File: src/rtl/tnoc_input_vc_requester.sv
// tnoc_input_vc_requester: per-VC head-packet tracker raising port/VC requests (sop, request, free, eop per [port][vc]) toward the routed output, popping the input FIFO while granted and discarding bad routes
module tnoc_input_vc_requester #(
    parameter int CHANNELS = 2
) (
    input  logic                          i_clk,
    input  logic                          i_rst,
    input  logic [CHANNELS-1:0]           i_fifo_valid,
    input  logic [CHANNELS-1:0]           i_fifo_head,
    input  logic [CHANNELS-1:0]           i_fifo_tail,
    input  logic [CHANNELS-1:0][4:0]      i_route,
    output logic [CHANNELS-1:0]           o_fifo_pop,
    output logic [CHANNELS-1:0][4:0]      o_port_select,
    input  logic [CHANNELS-1:0]           i_vc_ready,
    output logic [4:0][CHANNELS-1:0]      o_start_of_packet,
    output logic [4:0][CHANNELS-1:0]      o_request,
    output logic [4:0][CHANNELS-1:0]      o_free,
    output logic [4:0][CHANNELS-1:0]      o_end_of_packet,
    input  logic [4:0][CHANNELS-1:0]      i_grant,
    output logic [CHANNELS-1:0]           o_route_error
);
    typedef enum logic [1:0] {IDLE, REQUEST, ACTIVE, DISCARD} state_t;
    for (genvar c = 0; c < CHANNELS; c++) begin : g_vc
        state_t     st;
        logic [4:0] port;
        logic [4:0] grant;
        logic       err;
        logic       busy;
        logic       granted;
        logic       xfer;
        logic       eop;
        logic       onehot;
        for (genvar p = 0; p < 5; p++) begin : g_port
            assign grant[p]                = i_grant[p][c];
            assign o_start_of_packet[p][c] = (st == REQUEST) && port[p];
            assign o_request[p][c]         = busy && port[p];
            assign o_free[p][c]            = eop && port[p];
            assign o_end_of_packet[p][c]   = eop && port[p];
        end
        assign busy             = (st == REQUEST) || (st == ACTIVE);
        assign granted          = |(grant & port);
        assign xfer             = busy && i_fifo_valid[c] && granted && i_vc_ready[c];
        assign eop              = xfer && i_fifo_tail[c];
        assign o_fifo_pop[c]    = !i_rst && (xfer || (i_fifo_valid[c] && ((st == DISCARD) || ((st == IDLE) && !i_fifo_head[c]))));
        assign o_port_select[c] = busy ? port : '0;
        assign o_route_error[c] = err;
        assign onehot           = (i_route[c] != '0) && ((i_route[c] & (i_route[c] - 5'd1)) == '0);
        always_ff @(posedge i_clk or posedge i_rst) begin
            if (i_rst) begin
                st   <= IDLE;
                port <= '0;
                err  <= 1'b0;
            end else begin
                case (st)
                    IDLE: begin
                        if (i_fifo_valid[c] && i_fifo_head[c]) begin
                            port <= i_route[c];
                            st   <= onehot ? REQUEST : DISCARD;
                            err  <= err || !onehot;
                        end else if (i_fifo_valid[c]) begin
                            err  <= 1'b1;
                        end
                    end
                    REQUEST: st <= eop ? IDLE : granted ? ACTIVE : REQUEST;
                    ACTIVE:  st <= eop ? IDLE : ACTIVE;
                    DISCARD: st <= (i_fifo_valid[c] && i_fifo_tail[c]) ? IDLE : DISCARD;
                    default: st <= IDLE;
                endcase
            end
        end
    end
endmodule

File: config.mk
export PLATFORM = sky130hd
export DESIGN_NAME = tnoc_input_vc_requester
export DESIGN_NICKNAME = d
export VERILOG_FILES = /design/src/rtl/tnoc_input_vc_requester.sv
export SDC_FILE = /design/constraint.sdc
export NUM_CORES = 1
export LEC_CHECK = 0
export CAP_MARGIN = 20
export CELL_PAD_IN_SITES_DETAIL_PLACEMENT = 0
export CELL_PAD_IN_SITES_GLOBAL_PLACEMENT = 1
export CORE_MARGIN = 5
export CORE_UTILIZATION = 26
export CTS_CLUSTER_DIAMETER = 30
export DETAILED_ROUTE_END_ITERATION = 7
export PLACE_DENSITY_LB_ADDON = 0.1
export RECOVER_POWER = 50
export SLEW_MARGIN = 25
export SYNTH_ARGS = -nofsm -noshare
export SYNTH_HDL_FRONTEND = slang
export SYNTH_SLANG_ARGS = --single-unit
File: constraint.sdc
create_clock -name i_clk -period 2.1 [get_ports i_clk]
set_clock_uncertainty 0.2 [all_clocks]
set_input_delay 0.21 -clock i_clk [delete_from_list [all_inputs] [get_ports i_clk]]
set_output_delay 0.21 -clock i_clk [all_outputs]
set_load 0.1 [all_outputs]
# Word-level counts from Yosys, hierarchy flattened
# Cells that the tools add are included.
dict set report totals {
  latchBits 0
  ramBits 0
  word_cells 117
  regBits 16
  rom_bits 0
  output_inout_bits 54
  memories 0
  inputBits 30
}
dict set report op_classes {
  n_shift 0
  n_eq_ne 8
  n_mux 20
  multipliers 0
  n_reduce_logical 77
  div_mod_pow 0
  order_cmp 0
  bitwise_logic 4
  addsub 2
}
# op count
set ops {}
lappend ops {{$logic_and A1 B1 Y1} 50}
lappend ops {{$mux W2} 12}
lappend ops {{$and A5 B5 Y5} 4}
lappend ops {{$pmux W2 S4} 2}
lappend ops {{$logic_not A5 Y1} 2}
lappend ops {{$mux W5} 2}
lappend ops {{$reduce_bool A5 Y1} 2}
lappend ops {{$reduce_or A5 Y1} 2}
lappend ops {{$sub A5 B1 Y5 const B} 2}
lappend ops {{$eq A2 B2 Y1 const B} 4}
lappend ops {{$logic_or A1 B1 Y1} 8}
lappend ops {{$reduce_and A2 Y1} 4}
lappend ops {{$logic_not A1 Y1} 5}
lappend ops {{$eq A2 B1 Y1 const B} 2}
lappend ops {{$logic_not A2 Y1} 2}
lappend ops {{$mux W1} 4}
lappend ops {{$ne A2 B1 Y1 const B} 2}
lappend ops {{$reduce_bool A2 Y1} 2}

# Longest topological paths before layout
dict set report depth {
  ltp_word 8
  mapped_depth 6
}

# Least setup slack after synthesis
# OpenSTA, ideal clock, no wires.
dict set report synth_path {
  path_type {reg2out}
  from {register g_vc[0].st[0]}
  to {output port o_free[0] (netlist name)}
  n_path_buf 1
  stages_incl_launch_ff 7
  setup_slack_ps -400
  required_ps 1690
  arrival_ps 2090
  cell_sequence {dfrtp_1 -> inv_1 -> ha_1 -> nand2_1 -> a211oi_1 -> and2_2 -> buf_4}
}
# element line
set synth_rtl {}
lappend synth_rtl {{from (decl)} 23} ;# state_t st;
lappend synth_rtl {{from (signal assigned)} 57} ;# st <= onehot ? REQUEST : DISCARD;
lappend synth_rtl {{from (signal assigned)} 63} ;# REQUEST: st <= eop ? IDLE : granted ? ACTIVE : REQUEST;
lappend synth_rtl {{from (signal assigned)} 64} ;# ACTIVE: st <= eop ? IDLE : ACTIVE;
lappend synth_rtl {{to (decl)} 16} ;# output logic [4:0][CHANNELS-1:0] o_free,

==> PnR_summary.wiki <==
{| class="wikitable"
! Metric !! Value
|-
| Status || finished with violations
|-
| Failing checks || setup timing
|-
| Global route overflow || 0
|-
| Launching point of the worst reg2reg path || g_vc[0].port[1]$_DFFE_PP0P_
|-
| Total number of vias || 1459
|-
| Crit-path max FO || 6
|-
| Worst stage delay on the critical path || 0.36 ns
|-
| Cell Chain, Critical Path || inv_1 > ha_4 > nand2_4 > a211oi_4 > and2_4 > buf_12
|-
| End of the worst register-to-register path || g_vc[0].st[1]$_DFFE_PP0P_
|-
| Startpoint of the worst setup timing path || g_vc[1].st[1]$_DFFE_PP0P_
|-
| Max-slew violation count || 0
|-
| Destination of the critical timing path || o_free[7]
|-
| Fill cell total of the finished layout || 469
|-
| Total number of H-tree levels || 1
|-
| Total track usage || 13.97%
|-
| Cell family with the largest share of critical-path delay || flip-flops
|-
| Remaining design rule violation count || 0
|-
| Bufs on Longest Clock Path || 2
|-
| Vias per Instance || 4.603
|-
| Average cell area after synthesis || 9.518 um^2
|-
| Clock transition time at the flip-flop clock pins of the worst setup and hold paths || 0.06 ns
|-
| Area grow syn2layout || 123.7%
|-
| Share of Yosys cell area claimed by the top area cell type || 29.01%
|-
| Die Span Y || 82.86 um
|-
| Area enclosed by the die boundary || 6865 um^2
|-
| Total number of yosys warnings || 0
|-
| Max-Cap Viols || 0
|-
| Layout net count || 286
|-
| Port buffer count || 83
|-
| Number of failing setup endpoints in the final timing report || 22
|-
| Number of hold-repair buffers added at the cts stage || 0
|-
| Mapped Area || 1380 um^2
|-
| Crit path capture type || primary output
|-
| Final Hold Viols || 0
|-
| Fraction of the cycle the final worst path needs || 105.6%
|-
| Final HPWL from detailed placement || 4179 um
|-
| Cell depth of the worst setup path || 6
|-
| Proportion of synthesized flip-flops having asynchronous set or reset || 100.0%
|-
| Layout cells sized above 1 || 57.49%
|-
| Critical Path AT || 1.81 ns
|-
| Setup repair after global routing missed its margin || yes
|-
| Die Wd || 82.86 um
|-
| Dominant cell type by area after synthesis || sky130_fd_sc_hd__dfrtp_1
|-
| Initial DRT Pass Iterations || 4
|-
| Worst slack at placement || -0.2155 ns
|-
| Cell with the most instances after synthesis || sky130_fd_sc_hd__buf_4
|-
| Post-synth top cells || sky130_fd_sc_hd__buf_4, sky130_fd_sc_hd__and2_1, sky130_fd_sc_hd__dfrtp_1, sky130_fd_sc_hd__and2_2, sky130_fd_sc_hd__mux2_2
|-
| # diodes || 0
|-
| First DRT Iteration DRCs || 52
|-
| Clk_lat worst skew || 0.25 ns
|-
| CTS Root Cell || sky130_fd_sc_hd__clkbuf_8
|-
| Buffers & Inverters on Critical Path || 2
|-
| Initial antenna violation count || 0
|-
| WL final || 4850 um
|-
| Placement Rows || 26
|-
| Rel. slew slack || 63.95%
|-
| Data required time at the worst endpoint || 1.69 ns
|-
| Net count after synthesis || 183
|-
| Path type of the worst min-delay path || reg2reg
|-
| Post-synth top flop || sky130_fd_sc_hd__dfrtp_1
|-
| Core Footprint || 5140 um^2
|-
| Peak clock frequency supported by timing || 0.4511 GHz
|-
| Share of the yosys chip area belonging to registers || 29.01%
|-
| Wire length of the first global-routing pass || 7879 um
|-
| Vias in the first global route || 1556
|-
| Clk sink count || 16
|-
| Number of synthesized register bits || 16
|-
| Measured slew at the worst slew-check pin || 0.5430 ns
|-
| Initial Utilization || 26.85%
|-
| Number of top-level design ports || 84
|-
| TritonCTS clock tree || built
|-
| Average wire per standard cell || 15.30 um
|-
| Cell count of the worst reg-to-reg path || 7
|-
| Largest net degree at the start of global routing || 10
|-
| TritonCTS buffer count || 3
|-
| Weighted congestion reported at the end of routability-driven placement || 0.7952
|-
| Cell variety after synth || 28
|-
| Crit path launch type || flip-flop
|-
| Number of instances in the synthesized netlist || 145
|-
| Final worst-path setup slack || -0.1169 ns
|-
| Antenna Violating Nets Remaining || 0
|-
| Largest cells by area after synthesis || sky130_fd_sc_hd__dfrtp_1, sky130_fd_sc_hd__buf_4, sky130_fd_sc_hd__mux2_2, sky130_fd_sc_hd__and2_2, sky130_fd_sc_hd__and2_1
|-
| Critical path type || reg2out
|-
| Final critical delay including setup and external delays || 2.217 ns
|-
| EDFF count, synth || 0
|-
| R2r setup slk || 0.17 ns
|-
| Critical Path Slowest Stage Cell || sky130_fd_sc_hd__dfrtp_1
|}
==> routing by layer <==
metal,vias up,part of all wire (%),GRT usage [%]
met5,-,0,0
met2,35,56,26.24
li1,701,-,-
met3,8,3.4,3.267
met4,0,0.95,3.269
met1,715,39,15.79
==> final cells by class <==
cell class	instances	area, um^2	share of cell area [%]
Sequential cell	16	400.4	12.97
Timing Repair Buffer	120	1618	52.41
Inverter	5	18.77	0.6080
Multi-Input combinational cell	102	907.1	29.39
Tap cell	70	87.58	2.837
Clock buffer	4	55.05	1.784
==> cells by family (layout without fill, tap and decap cells) <==
group                      count (synthesis)  after routing  synth area share [%]
AOI/OAI and AO/OA                         30             30                 17.59
xor gates and xnor gates                   2              2                 1.269
adders and majority gates                  8              8                 7.253
buffers and inverters                     27            129                 13.33
DFF                                       16             16                 29.01
muxes                                     10             10                 8.160
and+or+nand+nor                           52             52                 23.39
==> sequential cells by signal, summed over array words and instances (netlist names) <==
name	cells
g_vc.st	4
g_vc.port	10
g_vc.err	2
==> stage by stage <==
| stage | hold slack [ns] | instances | instance area (um^2) | util (%) | setup TNS, ns |
|---|---|---|---|---|---|
| 2_1_floorplan | -0.05956 | 145 | 1553 | - | -0.1090 |
| 3_3_place_gp | 0.2669 | 302 | 2904 | 56.50 | -2.580 |
| 3_5_place_dp | 0.2643 | 302 | 2904 | 56.50 | -3.437 |
| 4_1_cts | 0.1673 | 313 | 3060 | 59.54 | -2.762 |
| 5_1_grt | 0.2966 | 317 | 3087 | 60.05 | -4.369 |
| 6_report | 0.2766 | 317 | 3087 | 60.05 | -2.390 |
==> cell usage in the layout, fill, tap and decap left out, drive strengths merged <==
master | synthesis | final
buf | 22 | 87
and2 | 30 | 30
clkdlybuf4s50 | 0 | 24
dfrtp | 16 | 16
mux2 | 10 | 10
nand2 | 8 | 8
ha | 8 | 8
clkbuf | 0 | 8
inv | 5 | 5
nand2b | 4 | 4
nand3 | 4 | 4
a22oi | 4 | 4
a21oi | 4 | 4
or3b | 2 | 2
xnor2 | 2 | 2
or3 | 2 | 2
o32ai | 2 | 2
o21ai | 2 | 2
a31o | 2 | 2
a222oi | 2 | 2
a21boi | 2 | 2
o21bai | 2 | 2
o31a | 2 | 2
a32oi | 2 | 2
nor2b | 2 | 2
o311a | 2 | 2
dlygate4sd2 | 0 | 2
dlymetal6s2s | 0 | 2
a2111oi | 2 | 2
a211oi | 2 | 2
dlygate4sd3 | 0 | 1
==> repair_timing <==
item                                    4_1_cts  5_1_grt
pin swaps                                    15        7
endpoints found under the setup margin       22       23
buffers inserted                              7        4
endpoints found under the hold margin         0        0
gates resized for setup                      14        4
==> worst min path at each step <==
stage | start | end | cells after the start
finish | g_vc[1].err$_DFFE_PP0P_ | g_vc[1].err$_DFFE_PP0P_ | 1
global route | g_vc[1].err$_DFFE_PP0P_ | g_vc[1].err$_DFFE_PP0P_ | 1
CTS | i_rst | g_vc[1].err$_DFFE_PP0P_ | 3
detailed placement | g_vc[1].err$_DFFE_PP0P_ | g_vc[1].err$_DFFE_PP0P_ | 1
global placement | g_vc[0].err$_DFFE_PP0P_ | g_vc[0].err$_DFFE_PP0P_ | 1
floorplan | i_rst | g_vc[0].err$_DFFE_PP0P_ | 1
Power is not shown: default switching activity piles up to over one toggle a cycle in this logic, so the estimate is an artifact.
